[config.mk]
export PLATFORM = sky130hd
export DESIGN_NAME = vec_feature_serializer_flat
export DESIGN_NICKNAME = d
export VERILOG_FILES = /design/src/rtl/vec_feature_if.sv /design/src/rtl/vec_feature_serializer.sv /design/src/flat_wrapper.sv
export SDC_FILE = /design/constraint.sdc
export NUM_CORES = 1
export LEC_CHECK = 0
export ABC_CLOCK_PERIOD_IN_PS = 14350
export BUFFER_PORTS_ARGS = -buffer_cell sky130_fd_sc_hd__buf_2
export CORE_UTILIZATION = 51
export CTS_CLUSTER_DIAMETER = 80
export DETAILED_ROUTE_END_ITERATION = 7
export PLACE_DENSITY = 0.83
export SYNTH_ARGS = -nofsm -noshare
export SYNTH_HDL_FRONTEND = slang
export SYNTH_SLANG_ARGS = --single-unit
export TNS_END_PERCENT = 50
[constraint.sdc]
create_clock -name clk -period 14.35 [get_ports clk]
set_input_delay 1.435 -clock clk [delete_from_list [all_inputs] [get_ports clk]]
set_output_delay 1.435 -clock clk [all_outputs]
set_load 0.02 [all_outputs]
[src/rtl/vec_feature_if.sv]
// vec_feature_if: vector capture inputs plus byte-stream valid/ready output bundle
interface vec_feature_if #(parameter int ELEM_W = 8, parameter int N_ELEM = 20);
  logic [ELEM_W*N_ELEM-1:0] vec_feature;
  logic                     vec_feature_v;
  logic [1:0]               vec_mode;
  logic [7:0]               n_pkt;
  logic [ELEM_W-1:0]        out_data;
  logic                     out_valid;
  logic                     out_ready;
  logic                     out_last;
  logic [4:0]               out_idx;
  modport master (output vec_feature, vec_feature_v, vec_mode, n_pkt, out_ready,
                  input  out_data, out_valid, out_last, out_idx);
  modport slave  (input  vec_feature, vec_feature_v, vec_mode, n_pkt, out_ready,
                  output out_data, out_valid, out_last, out_idx);
endinterface

[src/rtl/vec_feature_serializer.sv]
// vec_feature_serializer: buffers up to two captured vectors and streams their elements one byte per beat
module vec_feature_serializer #(
  parameter int ELEM_W    = 8,
  parameter int N_ELEM    = 20,
  parameter int HALF_ELEM = 10
) (
  input  logic        clk,
  input  logic        rst,
  vec_feature_if.slave vf,
  output logic        busy,
  output logic        ovf_err,
  output logic [7:0]  drop_cnt
);
  localparam int VW = ELEM_W*N_ELEM;
  typedef enum logic {IDLE, STREAM} state_t;
  state_t state, state_n;
  logic [VW-1:0] vec_q [2];
  logic [4:0]    len_q [2];
  logic          rd, wr;
  logic [1:0]    cnt, cnt_n;
  logic [4:0]    idx, len_c;
  logic          cap, beat, last, pop, push, drop;
  always_comb begin
    len_c = vf.vec_mode == 2'b11 ? (vf.n_pkt > 8'(HALF_ELEM) ? 5'(HALF_ELEM) : vf.n_pkt[4:0])
                                 : (vf.n_pkt > 8'(N_ELEM) ? 5'(N_ELEM) : vf.n_pkt[4:0]);
    cap   = vf.vec_feature_v & |vf.vec_mode & |vf.n_pkt;
    beat  = vf.out_valid & vf.out_ready;
    last  = idx == len_q[rd] - 5'd1;
    pop   = beat & last;
    // a full buffer still accepts when the head drains in the same cycle
    push  = cap & (cnt != 2'd2 | pop);
    drop  = cap & ~push;
    cnt_n = 2'(cnt + {1'b0, push} - {1'b0, pop});
  end
  always_ff @(posedge clk) begin
    if (rst) begin
      state    <= IDLE;
      cnt      <= '0;
      rd       <= 1'b0;
      wr       <= 1'b0;
      idx      <= '0;
      ovf_err  <= 1'b0;
      drop_cnt <= '0;
    end else begin
      state <= state_n;
      cnt   <= cnt_n;
      if (push) begin
        vec_q[wr] <= vf.vec_feature;
        len_q[wr] <= len_c;
        wr        <= ~wr;
      end
      if (pop) rd <= ~rd;
      if (beat) idx <= last ? 5'd0 : idx + 5'd1;
      if (drop) begin
        ovf_err  <= 1'b1;
        drop_cnt <= drop_cnt + {7'd0, drop_cnt != 8'hFF};
      end
    end
  end
  always_comb state_n = cnt_n != 2'd0 ? STREAM : IDLE;
  always_comb begin
    vf.out_valid = state == STREAM;
    vf.out_data  = vf.out_valid ? vec_q[rd][idx*ELEM_W +: ELEM_W] : '0;
    vf.out_last  = vf.out_valid & last;
    vf.out_idx   = vf.out_valid ? idx : 5'd0;
    busy         = cnt != 2'd0;
  end
endmodule

[src/flat_wrapper.sv]
// flat-port wrapper written by rule: the top's interface ports become plain ports
module vec_feature_serializer_flat 
#(
  parameter int ELEM_W    = 8,
  parameter int N_ELEM    = 20,
  parameter int HALF_ELEM = 10
)
  (clk, rst, busy, ovf_err, drop_cnt, vf_vec_feature, vf_vec_feature_v, vf_vec_mode, vf_n_pkt, vf_out_ready, vf_out_data, vf_out_valid, vf_out_last, vf_out_idx);
  vec_feature_if #(.ELEM_W(ELEM_W), .N_ELEM(N_ELEM)) vf_i ();
  input  logic clk;
  input  logic rst;
  output logic busy;
  output logic ovf_err;
  output logic [7:0] drop_cnt;
  input wire logic [$bits(vf_i.vec_feature)-1:0] vf_vec_feature;
  input wire logic [$bits(vf_i.vec_feature_v)-1:0] vf_vec_feature_v;
  input wire logic [$bits(vf_i.vec_mode)-1:0] vf_vec_mode;
  input wire logic [$bits(vf_i.n_pkt)-1:0] vf_n_pkt;
  input wire logic [$bits(vf_i.out_ready)-1:0] vf_out_ready;
  output wire logic [$bits(vf_i.out_data)-1:0] vf_out_data;
  output wire logic [$bits(vf_i.out_valid)-1:0] vf_out_valid;
  output wire logic [$bits(vf_i.out_last)-1:0] vf_out_last;
  output wire logic [$bits(vf_i.out_idx)-1:0] vf_out_idx;
  assign vf_i.vec_feature = vf_vec_feature;
  assign vf_i.vec_feature_v = vf_vec_feature_v;
  assign vf_i.vec_mode = vf_vec_mode;
  assign vf_i.n_pkt = vf_n_pkt;
  assign vf_i.out_ready = vf_out_ready;
  assign vf_out_data = vf_i.out_data;
  assign vf_out_valid = vf_i.out_valid;
  assign vf_out_last = vf_i.out_last;
  assign vf_out_idx = vf_i.out_idx;
  vec_feature_serializer #(.ELEM_W(ELEM_W), .N_ELEM(N_ELEM), .HALF_ELEM(HALF_ELEM)) u_core (.clk(clk), .rst(rst), .vf(vf_i), .busy(busy), .ovf_err(ovf_err), .drop_cnt(drop_cnt));
endmodule
==> impl_metrics.yaml <==
power:
  ir_worst_vdd_mv: 0.106
  clock_power_share: 0.379
  p_int_mw: 1.75
  p_switching_uw: 485
  switching_share: 0.217
  combPwrFrac: 0.084
  p_leak_nw: 5.47
  seq_power_share: 0.536
  power_density_mw_per_mm2: 137
timing:
  finalWorstSetupSlack_ns: 8.64
  finalHoldViolations: 0
  period_minus_slack_ns: 5.71
  rsz0062_at_grt: "false"
  period_share: 0.398
  drv_slew: 0
  setup_viol: 0
  fin_tns_setup_ns: 0
  max-slew-margin-rel: 0.296
  worst_pin_slew_ns: 1.06
  fmax_ghz: 0.175
  fin_skew_ns: 0.0123
  worst_hold_slack_ns: 0.506
cts:
  cts_tree: "yes"
  cts_resized: 0
  hold_buffers: 0
  post_cts_buffers: 0
  clk_latency_ns: 0.51
  clock-sinks: 350
  cts_max_level: 2
  clock_path_buffers: 3
  cts.clk_slew.worst_paths_ns: 0.06
  cts_buffers: 36
  root_buffer: "clkbuf_16"
grt:
  busiest_layer: "met2"
  grt_max_degree: 81
  antenna_found_initial: 4
  grt_pass1_wl_mm: 41.7
  use_met3: 0.0451
  overflow: 0
  grt_util_all_layers: 0.201
  grt_pass1_vias: 7436
  globalRouteMet2Util: 0.324
  grt_util_met1: 0.272
yosys:
  syn_area_per_cell_um2: 20.9
  synth-seq-area-share: 0.740
  synth_top_area_frac: 0.712
  synth_area_leaders: "edfxtp_1, mux4_2, dfxtp_1"
  synth_nets: 846
  synth_edf_count: 330
  synth_cell_types: 50
  synth_cells: 667
  yosysTopAreaCell: "edfxtp_1"
  ys_ff_latch: 350
  syn_area_mm2: 0.0139
  ys_warn_count: 0
  ys.flop_type: "edfxtp_1"
  ys_async_sr_fraction: 0
detailed_routing:
  drc: 0
  drt_iter0_drc: 648
  drtAntennaViolNets: 0
  routed_wl_mm: 27.6
  vias: 7179
  avgRoutedWirePerCell_um: 22.1
  vias_per_cell: 5.75
  dr.pass1.iters: 4
worst_setup_path:
  cp.required_ns: 14.48
  endpoint_kind: "flip-flop"
  reg2reg_depth: 10
  r2r_end: "u_core.vec_q[1][159]"
  critPathLaunchType: "flip-flop"
  crit_fanout: 74
  crit_end: "u_core.vec_q[1][159]"
  cp.arrival_ns: 5.83
  reg2reg_setup_slack_ns: 8.64
  worst-setup-path-type: "flip-flop to flip-flop"
floorplan:
  ios: 199
  initial_utilization: 0.518
  die_h_um: 167
  dieArea_mm2: 0.0280
  core_mm2: 0.0269
  die_w_um: 167
  fp-row-count: 60
finish:
  layout.nets: 1059
  drive_gt1_frac: 0.421
  area_growth_pct: 17.3
  final_cells: 1248
  utilization: 0.608
place:
  detailed_place_hpwl_mm: 18.0
  place_inst: 1183
  gp_congestion: 0.748
  io_buffers: 198
  post-place-ws_ns: 8.55
outcome:
  status: "completed"
hold_path:
  holdCritPathClass: "flip-flop to flip-flop"
job:
  cap_violations: 0
-- cells by family (layout without fill, tap and decap cells) --
logic type / Yosys count / count (layout) / share of synthesized area
flip-flops: 350 / 350 / 0.740
multiplexers: 123 / 123 / 0.172
AND/OR/NAND/NOR: 85 / 85 / 0.0322
AO/OA/AOI/OAI: 56 / 56 / 0.0288
buffers and inverters: 37 / 274 / 0.0147
XOR/XNOR: 11 / 11 / 0.00746
adder cells (fa/ha/maj): 5 / 5 / 0.00449
other: 0 / 3 / 0
-- per-stage QoR --
step           total power [mW]  area (um2)
6_report                   2.24       16300
5_1_grt                    2.31       16300
4_1_cts                    2.26       16300
3_5_place_dp               1.41       15300
3_3_place_gp               1.40       15300
2_1_floorplan              1.35       13900
-- power groups by stage --
stage | combinational [mW] | sequential [mW] | clock (mW)
finish | 0.189 | 1.20 | 0.849
global route | 0.203 | 1.21 | 0.904
global placement | 0.185 | 1.22 | 0
floorplan | 0.123 | 1.23 | 0
CTS | 0.191 | 1.20 | 0.867
detailed placement | 0.190 | 1.22 | 0
-- cell usage in the layout, fill, tap and decap left out, types with 5 or more instances in the layout --
cell | synthesis | final
nand2b_1 | 5 | 5
a21boi_1 | 7 | 7
xor2_1 | 5 | 5
mux4_2 | 88 | 88
xnor2_1 | 5 | 5
ha_1 | 5 | 5
edfxtp_1 | 330 | 330
o221ai_1 | 7 | 7
clkinv_1 | 0 | 10
clkbuf_16 | 0 | 37
a31oi_1 | 8 | 8
nor2b_1 | 6 | 6
a21oi_1 | 9 | 9
mux2_2 | 18 | 18
buf_2 | 5 | 198
o21ai_0 | 10 | 10
mux2i_1 | 12 | 12
and2_1 | 5 | 5
dfxtp_1 | 20 | 17
buf_4 | 9 | 10
nand2_1 | 18 | 18
clkbuf_1 | 11 | 7
nor2_1 | 15 | 15
nand3_1 | 10 | 10
-- worst max-delay path, cell delays in order (launching register included) --
cell,delay [ns]
dfxtp_4,0.79
buf_4,0.88
mux2i_4,0.39
ha_1,0.25
nand3_1,0.10
or3_4,0.38
a211oi_4,0.65
o21ai_4,0.19
nor3b_4,0.24
buf_4,0.41
buf_4,0.79
-- worst min-delay path by stage --
stage | start | endpoint | slack, ns | cells past startpoint
after floorplan | u_core.rd | flip-flop | 0.48 | 2
after global placement | u_core.drop_cnt[6] | u_core.drop_cnt[6] | 0.48 | 2
after CTS | u_core.drop_cnt[7] | u_core.drop_cnt[7] | 0.51 | 2
final | u_core.ovf_err | u_core.ovf_err | 0.51 | 1
after global routing | u_core.drop_cnt[7] | u_core.drop_cnt[7] | 0.53 | 2
after detailed placement | u_core.drop_cnt[6] | u_core.drop_cnt[6] | 0.49 | 2
-- routing by layer --
layer / share of wire / routed length [um]
met1: 0.40 / 11100
met2: 0.49 / 13600
met3: 0.079 / 2180
met4: 0.027 / 740
met5: 0.00036 / 10
-- cell type report --
cell class                      count  area, um2
Multi-Input combinational cell    280       3430
Tap cell                          341        427
Clock buffer                       44        952
Fill cell                        1932      10500
Clock inverter                     18        116
Inverter                            4       15.0
Antenna cell                        3       7.51
Timing Repair Buffer              208       1070
Sequential cell                   350      10300
-- state kept, by name, summed over array words and instances (netlist names), 2 cells and up, named ones only --
name,count
u_core.drop_cnt,8
u_core.idx,5
u_core.cnt,2
u_core.len_q,10
u_core.vec_q,320
-- Yosys cell counts (2+ instances only) --
| library cell | n |
|---|---|
| o31ai_1 | 2 |
| nor3_1 | 4 |
| dfxtp_1 | 20 |
| buf_6 | 2 |
| nor4_1 | 2 |
| nand3_1 | 10 |
| and2_1 | 5 |
| or2_2 | 2 |
| clkbuf_1 | 11 |
| mux4_2 | 88 |
| nand2b_1 | 5 |
| mux2_4 | 3 |
| a31oi_1 | 8 |
| o221ai_1 | 7 |
| mux2i_4 | 2 |
| inv_1 | 4 |
| nand2_1 | 18 |
| nor2b_1 | 6 |
| a21oi_1 | 9 |
| nand4_1 | 4 |
| and3_1 | 4 |
| nor2_1 | 15 |
| a21boi_1 | 7 |
| or4_1 | 2 |
| mux2i_1 | 12 |
| edfxtp_1 | 330 |
| xor2_1 | 5 |
| o21a_1 | 2 |
| xnor2_1 | 5 |
| ha_1 | 5 |
| buf_4 | 9 |
| mux2_2 | 18 |
| a21boi_0 | 2 |
| buf_2 | 5 |
| buf_1 | 5 |
| nor3b_1 | 3 |
| o21ai_0 | 10 |
| or3_2 | 4 |
(Power assumes the default switching activity.)
